==> src/rtl/xbus_ifmap_ctrl.sv <==
// -----------------------------------------------------------------------------
// xbus_ifmap_ctrl
// Sequencer for one ifmap XBus row. A run first optionally loads the PE ID
// scan chain, shifting one ID per cycle with the highest PE index first. It then
// streams a programmed number of tagged ifmap words from an upstream
// valid/ready source onto the XBus enable/ready handshake. The words pass
// through a one-entry output register.
//
// Ports
//   clk, rst          : clock, synchronous active-high reset
//   start             : one-cycle start pulse, only honoured in IDLE
//   cfg_scan          : 1 = run the ID scan before streaming
//   cfg_len           : number of words to stream (captured with start)
//   cfg_ids           : ID table, entry i at [i*ID_LEN +: ID_LEN] (captured)
//   src_valid/ready   : upstream handshake
//   src_tag/src_value : upstream word
//   xbus_enable/ready : bus handshake
//   xbus_tag_value    : {tag, value} presented on the bus
//   xbus_set_id       : ID scan-load strobe
//   xbus_id_scan_in   : ID shifted into the chain this cycle
//   busy              : high outside IDLE
//   done              : one-cycle completion pulse
// -----------------------------------------------------------------------------
module xbus_ifmap_ctrl #(
   parameter int PE_NUMS   = 14,
   parameter int ID_LEN    = 5,
   parameter int VALUE_LEN = 32,
   parameter int LEN_W     = 16
) (
   input  logic                          clk,
   input  logic                          rst,
   input  logic                          start,
   input  logic                          cfg_scan,
   input  logic [LEN_W-1:0]              cfg_len,
   input  logic [PE_NUMS*ID_LEN-1:0]     cfg_ids,
   input  logic                          src_valid,
   output logic                          src_ready,
   input  logic [ID_LEN-1:0]             src_tag,
   input  logic [VALUE_LEN-1:0]          src_value,
   output logic                          xbus_enable,
   input  logic                          xbus_ready,
   output logic [VALUE_LEN+ID_LEN-1:0]   xbus_tag_value,
   output logic                          xbus_set_id,
   output logic [ID_LEN-1:0]             xbus_id_scan_in,
   output logic                          busy,
   output logic                          done
);

   localparam int KW = (PE_NUMS > 1) ? $clog2(PE_NUMS) : 1;
   localparam logic [LEN_W-1:0] LEN_ONE  = {{(LEN_W-1){1'b0}}, 1'b1};
   localparam logic [LEN_W-1:0] LEN_ZERO = '0;
   localparam logic [KW-1:0]    K_LAST   = KW'(PE_NUMS - 1);
   localparam logic [KW-1:0]    K_ONE    = {{(KW-1){1'b0}}, 1'b1};

   typedef enum logic [2:0] {
      S_IDLE   = 3'd0,
      S_SCAN   = 3'd1,
      S_STREAM = 3'd2,
      S_DRAIN  = 3'd3,
      S_DONE   = 3'd4
   } state_t;

   state_t                          r_state;
   state_t                          w_next;

   logic [KW-1:0]                   r_scan_k;
   logic [LEN_W-1:0]                r_len;
   logic [LEN_W-1:0]                r_accept_cnt;
   logic [LEN_W-1:0]                r_send_cnt;
   logic [PE_NUMS*ID_LEN-1:0]       r_ids;
   logic                            r_buf_valid;
   logic [VALUE_LEN+ID_LEN-1:0]     r_buf_data;

   logic                            w_src_ready;
   logic                            w_up_hs;
   logic                            w_bus_hs;
   logic                            w_last_accept;
   logic                            w_last_send;

   // The buffer can take a new word when it is empty or being emptied this
   // cycle, so a simultaneous bus and upstream handshake runs at full rate.
   assign w_src_ready   = (r_state == S_STREAM) && (!r_buf_valid || xbus_ready) &&
                          (r_accept_cnt < r_len);
   assign w_up_hs       = src_valid && w_src_ready;
   assign w_bus_hs      = r_buf_valid && xbus_ready;
   assign w_last_accept = w_up_hs && ((r_accept_cnt + LEN_ONE) == r_len);
   assign w_last_send   = w_bus_hs && ((r_send_cnt + LEN_ONE) == r_len);

   // State register
   always_ff @(posedge clk) begin
      if (rst) begin
         r_state <= S_IDLE;
      end else begin
         r_state <= w_next;
      end
   end

   // Next-state logic
   always_comb begin
      w_next = r_state;
      case (r_state)
         S_IDLE: begin
            if (start) begin
               if (cfg_scan)                w_next = S_SCAN;
               else if (cfg_len == LEN_ZERO) w_next = S_DONE;
               else                         w_next = S_STREAM;
            end
         end
         S_SCAN: begin
            if (r_scan_k == '0) begin
               w_next = (r_len == LEN_ZERO) ? S_DONE : S_STREAM;
            end
         end
         S_STREAM: begin
            if (w_last_accept) w_next = S_DRAIN;
         end
         S_DRAIN: begin
            if (w_last_send) w_next = S_DONE;
         end
         S_DONE:  w_next = S_IDLE;
         default: w_next = S_IDLE;
      endcase
   end

   // Output logic: decoded from state, the captured ID table and the buffer
   always_comb begin
      busy            = (r_state != S_IDLE);
      done            = (r_state == S_DONE);
      xbus_set_id     = (r_state == S_SCAN);
      xbus_id_scan_in = '0;
      if (r_state == S_SCAN) begin
         xbus_id_scan_in = r_ids[r_scan_k*ID_LEN +: ID_LEN];
      end
      src_ready       = w_src_ready;
      xbus_enable     = r_buf_valid;
      xbus_tag_value  = r_buf_data;
   end

   // Configuration capture, scan index, transfer counters and output buffer.
   // Buffer data is also cleared so that every output reads 0 out of reset.
   always_ff @(posedge clk) begin
      if (rst) begin
         r_scan_k     <= '0;
         r_len        <= '0;
         r_ids        <= '0;
         r_accept_cnt <= '0;
         r_send_cnt   <= '0;
         r_buf_valid  <= 1'b0;
         r_buf_data   <= '0;
      end else begin
         if ((r_state == S_IDLE) && start) begin
            r_len        <= cfg_len;
            r_ids        <= cfg_ids;
            r_accept_cnt <= '0;
            r_send_cnt   <= '0;
            r_scan_k     <= K_LAST;
         end
         if ((r_state == S_SCAN) && (r_scan_k != '0)) begin
            r_scan_k <= r_scan_k - K_ONE;
         end
         if (w_up_hs) begin
            r_accept_cnt <= r_accept_cnt + LEN_ONE;
            r_buf_data   <= {src_tag, src_value};
         end
         if (w_bus_hs) begin
            r_send_cnt <= r_send_cnt + LEN_ONE;
         end
         // A reload in the same cycle as a bus handshake keeps the buffer full.
         if (w_up_hs) begin
            r_buf_valid <= 1'b1;
         end else if (w_bus_hs) begin
            r_buf_valid <= 1'b0;
         end
      end
   end

endmodule

==> config.mk <==
export PLATFORM = sky130hd
export DESIGN_NAME = xbus_ifmap_ctrl
export DESIGN_NICKNAME = d
export VERILOG_FILES = /design/src/rtl/xbus_ifmap_ctrl.sv
export SDC_FILE = /design/constraint.sdc
export NUM_CORES = 1
export LEC_CHECK = 0
export ABC_AREA = 1
export CAP_MARGIN = 5
export CORE_ASPECT_RATIO = 1.4
export CORE_MARGIN = 10
export CORE_UTILIZATION = 46
export CTS_CLUSTER_SIZE = 40
export DETAILED_ROUTE_END_ITERATION = 8
export PLACE_DENSITY = 0.76
export SLEW_MARGIN = 20
export SYNTH_ARGS = -nofsm -noshare
export SYNTH_HDL_FRONTEND = slang
export SYNTH_SLANG_ARGS = --single-unit
==> constraint.sdc <==
create_clock -name clk -period 2.1 [get_ports clk]
set_clock_uncertainty 0.2 [all_clocks]
set_input_delay 0.21 -clock clk [delete_from_list [all_inputs] [get_ports clk]]
set_output_delay 0.21 -clock clk [all_outputs]
set_load 0.01 [all_outputs]
== Word-level counts from Yosys, hierarchy flattened ==
Index checks and enable logic that the tools add are counted.

* Add/sub/neg operators: 3
* Multipliers: 1
* Magnitude comparators: 1
* Equality and inequality tests: 10
* Shift-type cells: 1
* Muxes and demuxes: 16
* Reduce and logical (&&, ||, !) cells: 21

{| class="wikitable"
|+ Operators with widths
! cell !! number
|-
| $shiftx 70x8->5 || 1
|-
| $mux 16 || 3
|-
| $add 16x1->16 const B || 2
|-
| $eq 16x16->1 || 2
|-
| $logic_not 16->1 || 2
|-
| $mux 3 || 7
|-
| $lt 16x16->1 || 1
|-
| $pmux 3 s4 || 1
|-
| $logic_and 1x1->1 || 8
|-
| $mux 4 || 2
|-
| $reduce_bool 2->1 || 4
|-
| $mul 4x3->7 const B || 1
|-
| $eq 3x2->1 const B || 2
|-
| $ne 2x2->1 const B || 3
|-
| $mux 5 || 1
|-
| $logic_not 4->1 || 1
|-
| $reduce_and 4->1 || 1
|-
| $reduce_bool 4->1 || 1
|-
| $sub 4x1->4 const B || 1
|-
| $eq 3x1->1 const B || 1
|-
| $eq 3x3->1 const B || 1
|-
| $logic_not 3->1 || 1
|-
| $reduce_bool 3->1 || 1
|-
| $mux 1 || 2
|-
| other kinds (3) || 3
|}

* Register bits: 163
* Input bits: 129
* Output and inout port bits: 47
* Logic and storage cells: 61

== Longest topological paths before layout ==
* Depth in word-level cells: 8
* Mapped depth: 18
* Depth with buffers taken out: 18

== Worst setup path after synthesis ==
Ideal clock, no wire load.

* Path type: register to register
* Start: reg r_len[9]
* End: reg r_accept_cnt[9]
* Setup time: 0.132 ns
* Arrival: 1.832 ns
* Data required time: 1.768 ns
* Path slack: -0.064 ns
* Cell stages (with the launch flop): 14
* Path buffers: 1
* Period minus slack after synthesis: 2.164 ns
* Cells stage by stage: dfxtp_1 inv_1 ha_1 a21oi_1 o21ai_0 a211oi_2 nand2_1 nor2_4 inv_2 nand2_1 inv_2 buf_6 nand2_1 a21oi_1

* Cells in the longest elaborated chain, start to end: 4
* Elaborated cells on any way between the ends: 5
* Classes of those cells: order compare: 1; mux: 1; reduce/logical: 3

{| class="wikitable"
|+ Ends and longest elaborated chain
! what !! line !! text
|-
| start: declaration || 67 || <nowiki>logic [LEN_W-1:0] r_len;</nowiki>
|-
| start signal: assignment || 152 || <nowiki>r_len <= cfg_len;</nowiki>
|-
| $lt 16x16->1 * || 83 || <nowiki>(r_accept_cnt < r_len);</nowiki>
|-
| $logic_and 1x1->1 * || 82 || <nowiki>assign w_src_ready = (r_state == S_STREAM) && (!r_buf_valid || xbus_ready) &&</nowiki>
|-
| $logic_and 1x1->1 * || 84 || <nowiki>assign w_up_hs = src_valid && w_src_ready;</nowiki>
|-
| $mux 16 / $reduce_bool 2->1 (equally long branches) || - ||
|-
| end signal: assignment || 162 || <nowiki>r_accept_cnt <= r_accept_cnt + LEN_ONE;</nowiki>
|-
| end: declaration || 68 || <nowiki>logic [LEN_W-1:0] r_accept_cnt;</nowiki>
|}

Every way passes the cells marked *; elsewhere a longest branch is shown, timed or not.
A chain may end at the register's enable or synchronous reset.

== Worst setup path after layout ==
* Start: reg r_len[5]
* End: reg r_accept_cnt[3]

Same word-level chain as after synthesis.

==> impl_metrics.py <==
metrics = {
    "pwr": {
        "total_power_w": 0.0132,
        "vdd_drop_max_mv": 0.686,
        "power_density_nw_per_um2": 1030,
        "leakage_nw": 5.14,
    },
    "global_routing": {
        "grt_max_degree": 67,
        "grt_pass1_wl_mm": 42.9,
        "grt_overflow": 0,
        "grt_pass1_vias": 8686,
        "grt_usage": 0.222,
        "grt_antenna_before_repair": 1,
    },
    "timing": {
        "setup_viol": 63,
        "max_freq_ghz": 0.434,
        "slew-limit-headroom": 0.609,
        "hold_ws_ns": 0.147,
        "rsz0062_at_grt": "yes",
        "final.min_clock_period_ns": 2.31,
        "worstMarginPinSlew_ns": 0.581,
        "slew_viol_final": 0,
        "period_share": 1.10,
        "postLayoutSetupSlackWorst_ns": -0.207,
        "hold_viol": 0,
    },
    "drt": {
        "drtIter0Drc": 679,
        "drc": 0,
        "dr.pass1.iters": 6,
        "vias": 9197,
        "wl_mm": 29.5,
        "ant_nets": 0,
        "vias_per_cell": 5.33,
        "wire_per_inst_um": 17.1,
    },
    "layout": {
        "final_common_cell": "nand2_1",
        "areaGrowthSynthToFinish_pct": 55.3,
        "antenna-diode-count": 0,
        "layout_common_cells": "182 x nand2_1, 166 x clkdlybuf4s50_1, 139 x dfxtp_1, 136 x a21oi_1, 123 x o21ai_0",
        "fill_cells": 1361,
        "nets": 1625,
        "layout.cells.non_filler": 1726,
        "drive_gt1_frac": 0.269,
    },
    "critical_path": {
        "critPathLaunchType": "register",
        "cp_slowest_cell": "dfxtp_2",
        "crit_path_start": "r_len[5]",
        "rr_startpoint": "r_len[5]",
        "critical-path-max-stage-delay_ns": 0.33,
        "arrival_ns": 2.40,
        "crit_top_cell": "nand2_1",
        "r2r_cells": 15,
        "crit_path_end_kind": "register",
        "crit_type": "reg -> reg",
        "worstPathRequired_ns": 2.20,
        "path_max_fanout": 8,
        "crit_chain": "inv_2, ha_4, a21oi_2, nor2_1, a211oi_2, nand2_1, nand2_1, nand2_2, nor2_4, buf_6, inv_6, nand2_8, clkinv_8, nand2_1, a21oi_1",
    },
    "logic_synthesis": {
        "synthDistinctLibCells": 38,
        "syn-cell-area_um2": 8260,
        "synthesis.nets": 1348,
        "yosysSeqAreaShare": 0.395,
        "synth_cells": 1200,
        "synth_seq_cells": 163,
        "avgSynthCellArea_um2": 6.89,
        "yosys_warnings": 0,
    },
    "die": {
        "dieArea_um2": 23800,
        "ios": 176,
        "initial_core_util": 0.471,
        "num_rows": 57,
        "dieWidth_um": 133,
        "die-height_um": 179,
        "coreArea_um2": 17500,
    },
    "cts": {
        "cts_tree": "done",
        "cts_max_level": 4,
        "clkTransAtPathRegs_ns": 0.08,
        "insertion_delay_ns": 0.43,
        "cts_sinks": 163,
        "numCtsBuffers": 17,
        "cts_root_buf": "clkbuf_16",
        "holdBufCountCts": 0,
        "clockBufferDepth": 2,
    },
    "placement": {
        "post-place-ws_ns": -0.227,
        "place_inst": 1672,
        "dpl.hpwl_mm": 19.9,
        "port_buffers": 175,
        "gp_congestion": 0.938,
    },
    "run_status": {
        "violations": "negative setup slack",
        "status": "finished, violations left",
    },
    "hold_path": {
        "hold_start": "src_value[22]",
        "holdPathStages": 3,
        "holdCritPathClass": "in -> reg",
    },
    "run": {
        "cap_violations": 0,
    },
}
==> layer usage <==
metal | global-route usage | routed length, um
met1 | 0.233 | 10800
met3 | 0.0588 | 1910
met5 | 0 | 0
met4 | 0.0809 | 1120
met2 | 0.416 | 15600
==> critical path, delay by kind of cell (launching register included) <==
kind	cells	cell delay (ns)
AND/OR/NAND/NOR	7	0.73
adder cells (fa/ha/maj)	1	0.21
AO/OA/AOI/OAI	3	0.35
flip-flops	1	0.33
buffers and inverters	4	0.36
==> where the power goes <==
part           internal, W  switching [W]
Clock              0.00159        0.00149
Sequential         0.00382       0.000387
Combinational      0.00266        0.00324
Total              0.00807        0.00512
==> layout make-up <==
type                       count  area, um^2  share of cell area
timing repair inverter         1        11.3            0.000877
multi-input combinational    834        4950               0.386
sequential                   163        3300               0.257
clock inverter                15         161              0.0126
timing repair buffer         318        3130               0.244
inverter                     142         559              0.0436
tap                          236         295              0.0230
clock buffer                  17         425              0.0331
==> cell usage after synthesis, drive strengths merged <==
| library cell | instances | area (um^2) |
|---|---|---|
| nand2 | 223 | 852 |
| o21ai | 174 | 871 |
| a21oi | 169 | 861 |
| dfxtp | 163 | 3260 |
| inv | 141 | 529 |
| nor2 | 128 | 548 |
| nand3 | 62 | 325 |
| clkbuf | 50 | 189 |
| ha | 19 | 238 |
| nand4 | 12 | 75.1 |
| buf | 11 | 77.6 |
| nor4 | 9 | 56.3 |
| a31oi | 7 | 43.8 |
| xnor2 | 5 | 43.8 |
| xor2 | 5 | 43.8 |
| nor3 | 4 | 31.3 |
| xnor3 | 4 | 90.1 |
| a211oi | 3 | 27.5 |
| o21bai | 3 | 26.3 |
| nand3b | 2 | 15.0 |
| o22ai | 2 | 12.5 |
| clkinv | 1 | 3.75 |
| o221ai | 1 | 8.76 |
| o41ai | 1 | 8.76 |
| xor3 | 1 | 23.8 |
==> metrics by stage <==
stage	setup TNS [ns]	cell area (um^2)	util
2_1_floorplan	-0.000931	8340	-
3_3_place_gp	-7.37	11100	0.635
3_5_place_dp	-10.52	11100	0.635
4_1_cts	-6.24	12100	0.690
5_1_grt	-13.44	12800	0.732
6_report	-7.65	12800	0.732
==> repair_timing <==
| item | 4_1_cts | 5_1_grt |
|---|---|---|
| pin swaps | 27 | 63 |
| cloned | 4 | 4 |
| endpoints found under the setup margin | 66 | 64 |
| hold endpoints to repair | 0 | 0 |
| setup buffers | 7 | 9 |
| gates resized for setup | 134 | 177 |
==> state kept, by name (all words and copies together) (netlist names) <==
name,cells
r_accept_cnt,16
r_send_cnt,16
r_ids,70
r_state,3
r_len,16
xbus_tag_value,37
xbus_enable,1
r_scan_k,4
==> path summary, 6_finish.rpt <==
check,end,slack (ns)
worst min register to register,r_ids[1],0.24
worst max register to register,r_accept_cnt[3],-0.21
worst max-delay path,r_accept_cnt[3],-0.21
worst min-delay path,xbus_tag_value[22],0.15
==> kinds of logic after synthesis <==
kind of cell,share of synthesized area
fa+ha+maj,0.0288
compound gates,0.225
flops,0.395
buf+inv,0.0967
simple gates,0.230
xor+xnor,0.0244
Power figures use the tool's default switching activity.
